$ cat src/rtl/ps2_pkg.sv
// Shared PS/2 definitions: host-transmit state encoding, keyboard command
// bytes and cycle-count helpers. Used by the host transmitter and shareable
// with the keyboard receiver.
package ps2_pkg;

  // Host-to-device transmit states
  typedef enum logic [2:0] {
    IDLE,
    INHIBIT,
    REQ,
    SEND,
    ACK,
    WAITIDLE
  } ps2_tx_state_t;

  // Common keyboard command bytes and the device acknowledge code
  localparam logic [7:0] PS2_CMD_LED    = 8'hED;
  localparam logic [7:0] PS2_CMD_RESET  = 8'hFF;
  localparam logic [7:0] PS2_CMD_ENABLE = 8'hF4;
  localparam logic [7:0] PS2_ACK        = 8'hFA;

  // Number of system clock cycles in 'us' microseconds at 'khz' kHz
  function automatic int unsigned cycles(input int unsigned khz, input int unsigned us);
    return (khz * us) / 1000;
  endfunction

  // PS/2 frames carry odd parity: parity bit makes the total count of ones odd
  function automatic logic odd_parity(input logic [7:0] b);
    return ~^b;
  endfunction

endpackage

$ cat src/rtl/ps2_sync.sv
// Two-flop synchronizer for a raw PS/2 line plus falling-edge detector.
// Idle PS/2 lines float high, so every flop resets to 1 to avoid a phantom
// falling edge right after reset.
//
// Ports:
//   clk     system clock
//   reset   synchronous, active-high
//   din     raw asynchronous line level
//   level   synchronized line level (registered)
//   fall_c  combinational one-cycle strobe: previous level 1, current level 0
module ps2_sync (
  input  logic clk,
  input  logic reset,
  input  logic din,
  output logic level,
  output logic fall_c
);

  logic meta;
  logic prev;

  // Metastability flop, synchronized level, and one-cycle history for edges
  always_ff @(posedge clk) begin
    if (reset) begin
      meta  <= 1'b1;
      level <= 1'b1;
      prev  <= 1'b1;
    end else begin
      meta  <= din;
      level <= meta;
      prev  <= level;
    end
  end

  assign fall_c = prev & ~level;

endmodule

$ cat src/rtl/ps2_host_tx.sv
// Host-to-device PS/2 transmitter. Accepts one command byte at a time,
// inhibits the bus, issues a request-to-send, shifts the byte out LSB first
// on device clock falling edges followed by odd parity and stop, then checks
// the device ACK. Lines are driven open-drain through the *_oe outputs
// (1 = pull low).
//
// Ports:
//   clk, reset              system clock, synchronous active-high reset
//   tx_data, tx_valid       command byte and send request
//   tx_ready                high only while idle; byte accepted on valid & ready
//   ps2_clk_i, ps2_dat_i    raw asynchronous line levels
//   ps2_clk_oe, ps2_dat_oe  pull-low enables for the clock and data lines
//   busy                    high whenever a command is in flight
//   done                    one-cycle pulse: ACK received and bus back to idle
//   error                   one-cycle pulse: missing ACK or timeout
module ps2_host_tx
  import ps2_pkg::*;
#(
  parameter int unsigned CLK_KHZ    = 12000,
  parameter int unsigned INHIBIT_US = 120,
  parameter int unsigned TIMEOUT_MS = 15
) (
  input  logic       clk,
  input  logic       reset,
  input  logic [7:0] tx_data,
  input  logic       tx_valid,
  output logic       tx_ready,
  input  logic       ps2_clk_i,
  input  logic       ps2_dat_i,
  output logic       ps2_clk_oe,
  output logic       ps2_dat_oe,
  output logic       busy,
  output logic       done,
  output logic       error
);

  localparam int unsigned INHIBIT_CYC = cycles(CLK_KHZ, INHIBIT_US);
  localparam int unsigned TIMEOUT_CYC = CLK_KHZ * TIMEOUT_MS;
  localparam int unsigned INH_W       = $clog2(INHIBIT_CYC + 1);
  localparam int unsigned TO_W        = $clog2(TIMEOUT_CYC + 1);

  // Synchronized line levels and clock falling edge
  logic clk_level;
  logic clk_fall;
  logic dat_level;
  logic dat_fall_unused;

  ps2_sync u_sync_clk (
    .clk    (clk),
    .reset  (reset),
    .din    (ps2_clk_i),
    .level  (clk_level),
    .fall_c (clk_fall)
  );

  ps2_sync u_sync_dat (
    .clk    (clk),
    .reset  (reset),
    .din    (ps2_dat_i),
    .level  (dat_level),
    .fall_c (dat_fall_unused)
  );

  // Current-cycle registers
  ps2_tx_state_t    state;
  logic [7:0]       shreg;
  logic             parity;
  logic [3:0]       bitcnt;
  logic [INH_W-1:0] inh_cnt;
  logic [TO_W-1:0]  to_cnt;

  // Next-cycle values
  ps2_tx_state_t    state_n;
  logic [7:0]       shreg_n;
  logic             parity_n;
  logic [3:0]       bitcnt_n;
  logic [3:0]       bit_nxt;
  logic [INH_W-1:0] inh_n;
  logic [TO_W-1:0]  to_n;
  logic             clk_oe_n;
  logic             dat_oe_n;
  logic             busy_n;
  logic             ready_n;
  logic             done_n;
  logic             error_n;

  // State and registered outputs
  always_ff @(posedge clk) begin
    if (reset) begin
      state      <= IDLE;
      shreg      <= '0;
      parity     <= 1'b0;
      bitcnt     <= '0;
      inh_cnt    <= '0;
      to_cnt     <= '0;
      ps2_clk_oe <= 1'b0;
      ps2_dat_oe <= 1'b0;
      busy       <= 1'b0;
      tx_ready   <= 1'b1;
      done       <= 1'b0;
      error      <= 1'b0;
    end else begin
      state      <= state_n;
      shreg      <= shreg_n;
      parity     <= parity_n;
      bitcnt     <= bitcnt_n;
      inh_cnt    <= inh_n;
      to_cnt     <= to_n;
      ps2_clk_oe <= clk_oe_n;
      ps2_dat_oe <= dat_oe_n;
      busy       <= busy_n;
      tx_ready   <= ready_n;
      done       <= done_n;
      error      <= error_n;
    end
  end

  // Next-state and next-output logic
  always_comb begin
    state_n  = state;
    shreg_n  = shreg;
    parity_n = parity;
    bitcnt_n = bitcnt;
    inh_n    = inh_cnt;
    to_n     = to_cnt;
    dat_oe_n = ps2_dat_oe;
    done_n   = 1'b0;
    error_n  = 1'b0;
    bit_nxt  = bitcnt + 4'd1;

    unique case (state)
      IDLE: begin
        dat_oe_n = 1'b0;
        if (tx_valid && tx_ready) begin
          shreg_n  = tx_data;
          parity_n = odd_parity(tx_data);
          inh_n    = '0;
          state_n  = INHIBIT;
        end
      end

      INHIBIT: begin
        if (inh_cnt == INH_W'(INHIBIT_CYC - 1)) begin
          dat_oe_n = 1'b1;
          state_n  = REQ;
        end else begin
          inh_n = inh_cnt + INH_W'(1);
        end
      end

      // Start bit: data held low while the clock is released in SEND
      REQ: begin
        dat_oe_n = 1'b1;
        bitcnt_n = '0;
        to_n     = '0;
        state_n  = SEND;
      end

      // Data changes on device falling edges; the device samples while high
      SEND: begin
        to_n = to_cnt + TO_W'(1);
        if (clk_fall) begin
          bitcnt_n = bit_nxt;
          if (bit_nxt <= 4'd8) begin
            dat_oe_n = ~shreg[0];
            shreg_n  = {1'b0, shreg[7:1]};
          end else if (bit_nxt == 4'd9) begin
            dat_oe_n = ~parity;
          end else begin
            dat_oe_n = 1'b0;
            state_n  = ACK;
          end
        end
      end

      ACK: begin
        to_n = to_cnt + TO_W'(1);
        if (clk_fall) begin
          if (!dat_level) begin
            state_n = WAITIDLE;
          end else begin
            error_n = 1'b1;
            state_n = IDLE;
          end
        end
      end

      WAITIDLE: begin
        to_n = to_cnt + TO_W'(1);
        if (clk_level && dat_level) begin
          done_n  = 1'b1;
          state_n = IDLE;
        end
      end

      default: state_n = IDLE;
    endcase

    // Timeout overrides whatever the device is doing; error beats done
    if ((state == SEND || state == ACK || state == WAITIDLE) &&
        to_n == TO_W'(TIMEOUT_CYC)) begin
      error_n = 1'b1;
      done_n  = 1'b0;
      state_n = IDLE;
    end

    if (state_n == IDLE) begin
      dat_oe_n = 1'b0;
    end

    clk_oe_n = (state_n == INHIBIT) || (state_n == REQ);
    busy_n   = (state_n != IDLE);
    ready_n  = (state_n == IDLE);
  end

endmodule

$ cat config.mk
export PLATFORM = sky130hd
export DESIGN_NAME = ps2_host_tx
export DESIGN_NICKNAME = d
export VERILOG_FILES = /design/src/rtl/ps2_pkg.sv /design/src/rtl/ps2_sync.sv /design/src/rtl/ps2_host_tx.sv
export SDC_FILE = /design/constraint.sdc
export NUM_CORES = 1
export LEC_CHECK = 0
export ABC_AREA = 1
export CAP_MARGIN = 20
export CELL_PAD_IN_SITES_DETAIL_PLACEMENT = 1
export CELL_PAD_IN_SITES_GLOBAL_PLACEMENT = 2
export CORE_ASPECT_RATIO = 0.5
export CORE_UTILIZATION = 36
export CTS_BUF_LIST = sky130_fd_sc_hd__clkbuf_16
export DETAILED_ROUTE_END_ITERATION = 12
export HOLD_SLACK_MARGIN = 0.12
export PLACE_DENSITY = 0.86
export SETUP_SLACK_MARGIN = 0.15
export SYNTH_ARGS = -nofsm -noshare
export SYNTH_HDL_FRONTEND = slang
export SYNTH_SLANG_ARGS = --single-unit
$ cat constraint.sdc
create_clock -name clk -period 2.94 [get_ports clk]
set_clock_uncertainty 0.05 [all_clocks]
set_input_delay 0.735 -clock clk [delete_from_list [all_inputs] [get_ports clk]]
set_output_delay 0.735 -clock clk [all_outputs]
set_load 0.01 [all_outputs]
==> flow_metrics.tcl, run 1 <==
set metrics [dict create \
    status "complete, no violations" \
    ys_seq_elements 56 \
    layout-drive-gt1-share 0.108 \
    drc 0 \
    setup_tns_ps 0 \
    grt_first_pass_wirelength_um 13900 \
    synthDistinctLibCells 36 \
    hp-class "flip-flop to flip-flop" \
    synth_top_area_frac 0.373 \
    worstPathMaxFanout 20 \
    rows 23 \
    grt_overflow 0 \
    initial_core_util 0.373 \
    vias 2861 \
    fin_crit_sh 0.819 \
    synth.avg_cell_area_sq_um 6.78 \
    drt-total-wl_um 8170 \
    areaGrowthSynthToFinish_pct 14.9 \
    hold_depth 1 \
    insertedDiodeCount 0 \
    ys_seq_area_frac 0.373 \
    cp-endpoint "ps2_dat_oe" \
    cpMaxStageDelayCell "dfxtp_1" \
    first_global_vias 2896 \
    die_w_um 131 \
    syn-num-nets 461 \
    grt_util_all_layers 0.201 \
    netlist_instances 444 \
    r2r_start "state[2]" \
    critical_path_class "flip-flop to flip-flop" \
    fin_total_pwr_w 0.00166 \
    path_clk_slew_ps 70 \
    finalHoldViolCount 0 \
    antenna_found_initial 0 \
    required_ps 3080 \
    synth_area_leaders "dfxtp_1 (37%), nand2_1 (15%), nor2_1 (7.7%)" \
    multiInputGateArea_sq_um 1650 \
    postRouteAntennaNets 0 \
    leakage_nw 1.37 \
    synth.largest_area_cell "dfxtp_1" \
    setup_violations 0 \
    fmax_mhz 415 \
    wl_per_cell_um 14.2 \
    crit_path_start_kind "flip-flop" \
    io_pins 19 \
    synth_area_sq_um 3010 \
    firstDrtPassIters 4 \
    p_per_area_nw_per_um2 480 \
    cts-buffers-inserted 5 \
    startpoint "state[2]" \
    post_cts_buffers 0 \
    cts_hold_buf 0 \
    timing.critical_path.buf_inv 1 \
    cts_max_path_buffers 2 \
    dieArea_sq_um 8750 \
    reg2reg_depth 15 \
    cts_tree "done" \
    numPortBuffers 18 \
    slew_viol_final 0 \
    crit_top_cell "nand2_1" \
    n_fill_cell 1059 \
    slew_headroom 0.636 \
    cp_top_family "simple AND/OR/NAND/NOR gates" \
    hpwl_um 6240 \
    place_congestion 0.840 \
    reg2reg_to "ps2_dat_oe" \
    core_area_sq_um 8060 \
    cp_data_arrival_time_ps 2540 \
    tightest_slew_ps 546 \
    clock_sinks 56 \
    ys.warnings.count 0 \
    cap_violations 0 \
    htree_levels 2 \
    clock_latency_ps 300 \
    cts_resized 0 \
    crit_chain "inv_2, nand3_2, nand3_2, nand2_1, nand2_1, nand2_1, nand2_1, nor2_1, nand2_1, nor2_2, nand2_4, nand3_2, nand2_1, nand2_2, nor2_1" \
    slowest_delay_ps 550 \
    timing.hold.ws_ps 367 \
    r2r_slack_ps 530 \
    routed_via_density 4.98 \
    ir_drop_mv 0.225 \
    final_nets 479 \
    area.sequential_sq_um 1120 \
    critPathCaptureType "flip-flop" \
    path_depth 15 \
    drt_iter0_markers 86 \
    cts_root_buf "clkbuf_16" \
    grt_max_degree 35 \
    fin_crit_ps 2410 \
    die_h_um 66.7 \
    rsz0062_at_grt "no" \
]
==> through the flow <==
step	setup WS (ps)	cells	util	cell area [sq um]
3_5_place_dp	397	567	0.409	3290
6_report	532	575	0.429	3460
4_1_cts	511	575	0.429	3460
3_3_place_gp	475	567	0.409	3290
2_1_floorplan	1010	444	-	3010
5_1_grt	259	575	0.429	3460
==> cells by family (layout without fill, tap and decap cells) <==
logic type | Yosys count | in the layout | synth area share
and+or+nand+nor | 261 | 261 | 0.395
buffers and inverters | 57 | 76 | 0.0778
AOI/OAI and AO/OA | 54 | 54 | 0.103
xor gates and xnor gates | 12 | 12 | 0.0349
adders and majority gates | 4 | 4 | 0.0166
DFF | 56 | 56 | 0.373
==> area by class of cell <==
class | count | area share
inverter | 47 | 0.0510
clock inverter | 3 | 0.0112
sequential | 56 | 0.324
timing repair buffer | 21 | 0.0586
tap | 112 | 0.0405
clock buffer | 5 | 0.0362
multi-input combinational | 331 | 0.478
==> where the power goes <==
| group | internal, W | switching, W | leakage, nW | total, W |
|---|---|---|---|---|
| clock network | 0.000398 | 0.000276 | 0.0850 | 0.000674 |
| registers | 0.000791 | 0.0000204 | 0.456 | 0.000811 |
| logic | 0.0000738 | 0.000101 | 0.833 | 0.000175 |
==> registers in the layout (all words and copies together), names as in the netlist <==
signal	flops
done	1
to_cnt	18
shreg	8
u_sync_clk.prev	1
error	1
u_sync_clk.meta	1
busy	1
parity	1
u_sync_dat.meta	1
inh_cnt	11
bitcnt	4
ps2_clk_oe	1
u_sync_clk.level	1
u_sync_dat.level	1
state	3
tx_ready	1
ps2_dat_oe	1
==> metal layers <==
metal	GRT usage	part of all wire	vias up	wire (um)
li1	-	-	1463	-
met1	0.237	0.47	1364	3840
met2	0.380	0.49	23	4030
met3	0.0373	0.022	11	176
met4	0.0581	0.015	0	122
met5	0	0	-	0
==> worst reg2reg max path: stages (launching register included) <==
cell	delay, ps
dfxtp_1	550
inv_2	80
nand3_2	100
nand3_2	370
nand2_1	210
nand2_1	80
nand2_1	60
nand2_1	70
nor2_1	90
nand2_1	90
nor2_2	170
nand2_4	100
nand3_2	80
nand2_1	60
nand2_2	80
nor2_1	60
==> Yosys cell counts, drive strengths merged <==
cell type	number
xnor2	5
and3	2
a31oi	7
ha	4
o21ai	20
clkbuf	6
nor3	15
nand3	32
buf	4
or2	4
o21bai	6
nor2	70
xor2	7
nor4	3
nand4	8
dfxtp	56
clkinv	1
nor3b	4
a21oi	16
inv	46
nand2	123
o21a	1
a211oi	3
o22ai	1
==> layout by cell type, fill, tap and decap left out, drive strengths merged, types with 5 or more instances in the layout <==
cell / n
a21oi: 16
a31oi: 7
clkbuf: 5
clkdlybuf4s50: 18
dfxtp: 56
inv: 47
nand2: 123
nand3: 32
nand4: 8
nor2: 70
nor3: 15
o21ai: 20
o21bai: 6
xnor2: 5
xor2: 7
==> worst min-delay path by stage <==
stage                          startpoint          endpoint  slack, ps
after global placement    u_sync_clk.meta  u_sync_clk.level        350
after floorplan           u_sync_clk.meta  u_sync_clk.level        340
final                     u_sync_clk.meta  u_sync_clk.level        370
after detailed placement  u_sync_clk.meta  u_sync_clk.level        350
after global routing      u_sync_clk.meta  u_sync_clk.level        390
after CTS                 u_sync_clk.meta  u_sync_clk.level        370
Note: power is estimated with default switching activity, not from simulation.
==> run 2: changes to the inputs <==
Settings changed: CORE_UTILIZATION 36 to 30, PLACE_DENSITY 0.86 to 0.76.
Clock period 2.94 ns to 2 ns, I/O delays scaled along.
==> run 2 against run 1 <==
Net effect: the run now ends with setup timing left; sequential share of layout area is 7.8 points lower; count of clock-buffer cells in the layout is the same; sequential power up 47%; combinational power is 110% higher; total power is 59% higher; maximum frequency is 20% higher; design area is 34% higher; worst hold slack worse by 1.7 ps; critical endpoint unchanged; largest cell class unchanged.
==> flow_metrics.tcl, run 2 (synthesis gave the netlist of run 1 again) <==
set metrics [dict create \
    fmax_mhz 498 \
    grt_max_degree 35 \
    regMostFlops "to_cnt" \
    final_nets 560 \
    insertedDiodeCount 0 \
    layout_common_cells "nand2_1 (94), buf_4 (65), dfxtp_1 (46)" \
    dieArea_sq_um 10500 \
    layout-drive-gt1-share 0.390 \
    routed_via_density 4.73 \
    worstPathMaxFanout 6 \
    failed_checks "setup timing" \
    finalHoldViolCount 0 \
    hp-class "flip-flop to flip-flop" \
    cts_root_buf "clkbuf_16" \
    grt_first_pass_wirelength_um 15500 \
    drt-total-wl_um 10100 \
    cap_violations 0 \
    cts_max_path_buffers 2 \
    first_global_vias 3212 \
    fin_crit_ps 2010 \
    largest_register_ffs 18 \
    setup_violations 1 \
    firstDrtPassIters 4 \
    timing.hold.ws_ps 366 \
    setup_tns_ps -7.48 \
    rsz0062_at_grt "yes" \
    tightest_slew_ps 366 \
    grt_overflow 0 \
    ir_drop_mv 0.324 \
    slew_viol_final 0 \
    rows 25 \
    slew_headroom 0.755 \
    cts-buffers-inserted 5 \
    cp_data_arrival_time_ps 2160 \
    cpMaxStageDelayCell "dfxtp_4" \
    required_ps 2150 \
    place_congestion 0.774 \
    die_h_um 72.8 \
    core_area_sq_um 9600 \
    reg_top3 "to_cnt x18, inh_cnt x11, shreg x8" \
    wl_per_cell_um 14.8 \
    placed_area_sq_um 3750 \
    crit_top_cell "nand2_2" \
    clock_latency_ps 310 \
    clock_sinks 56 \
    drt_iter0_markers 93 \
    n_fill_cell 1215 \
    worst_slack_ps -7.48 \
    final_common_cell "nand2_1" \
    vias 3211 \
    leakage_nw 1.90 \
    hpwl_um 6540 \
    numPortBuffers 18 \
    status "complete, but fails checks" \
    grt_util_all_layers 0.192 \
    p_per_area_nw_per_um2 570 \
    htree_levels 2 \
    crit_path_start_kind "flip-flop" \
    path_clk_slew_ps 80 \
    slowest_delay_ps 370 \
    critPathCaptureType "flip-flop" \
    crit_chain "buf_4, nand3_4, nand3_4, buf_12, buf_6, nand3_2, nand2_2, inv_2, nand2_2, nor2_2, nand2_2, nor2_4, nand2_4, o21ai_2, nand2_1, nand2_2, nor2_1" \
    cts_tree "done" \
    final_cell_area_sq_um 4640 \
    areaGrowthSynthToFinish_pct 54.1 \
    postRouteAntennaNets 0 \
    die_w_um 144 \
    fin_crit_sh 1.00 \
    antenna_found_initial 0 \
    critical_path_class "flip-flop to flip-flop" \
    io_pins 19 \
    drc 0 \
    fin_total_pwr_w 0.00265 \
    initial_core_util 0.313 \
]
==> run 2: changes by cell type in the layout (fill, tap and decap cells not counted), sizes merged <==
cell / before / now
buf: 3 / 81
clkbuf: 5 / 7
clkinv: 2 / 1
clkinvlp: 0 / 1
inv: 47 / 48
==> run 2: cell type report <==
class	instances	area, sq um	share of cell area
clock buffers	5	125	0.0270
clock inverters	3	50.0	0.0108
repair buffers	101	918	0.198
multi-input cells	331	2040	0.440
well taps	135	169	0.0364
inverters	47	184	0.0397
repair inverters	1	7.51	0.00162
flip-flops and latches	56	1140	0.247
==> run 2: critical path: cells and delay by family, from the launching register on <==
| kind | cells | cell delay (ps) |
|---|---|---|
| compound gates | 1 | 60 |
| simple gates | 12 | 920 |
| buf+inv | 4 | 490 |
| flops | 1 | 370 |
==> run 2: power breakdown <==
part	switching (W)	leakage (nW)	internal, W
Sequential	0.0000358	0.462	0.00116
Combinational	0.000194	1.35	0.000181
Clock	0.000469	0.0863	0.000606
Total	0.000699	1.90	0.00195
==> run 2: metrics by stage <==
| stage | instances | setup WS, ps | utilization |
|---|---|---|---|
| floorplan | 444 | 149 | - |
| global placement | 638 | -141 | 0.391 |
| detailed placement | 638 | -183 | 0.391 |
| CTS | 662 | -26.8 | 0.440 |
| global route | 679 | -144 | 0.483 |
| finish | 679 | -7.48 | 0.483 |
==> run 2: metal layers <==
layer / wire [um] / vias to the layer above / track usage
met3: 161 / 7 / 0.0335
met4: 89 / 0 / 0.0473
met2: 5020 / 20 / 0.352
met5: 0 / - / 0
met1: 4790 / 1549 / 0.236
li1: - / 1635 / -
==> run 2: path summary, 6_finish.rpt <==
check | startpoint | to | slack, ps | depth (start not counted)
worst max-delay path | state[1] | ps2_dat_oe | -7 | 17
worst min-delay path | u_sync_dat.meta | u_sync_dat.level | 370 | 1
worst max register to register | state[1] | ps2_dat_oe | -7 | 17
worst min register to register | u_sync_dat.meta | u_sync_dat.level | 370 | 1
==> run 2: repair_timing <==
| action | 4_1_cts | 5_1_grt |
|---|---|---|
| pin swaps | 28 | 43 |
| setup endpoints to repair | 11 | 23 |
| hold buffers | 0 | 0 |
| gates cloned | 1 | 3 |
| gates resized for setup | 54 | 71 |
| endpoints found under the hold margin | 0 | 0 |
| setup buffers | 15 | 14 |
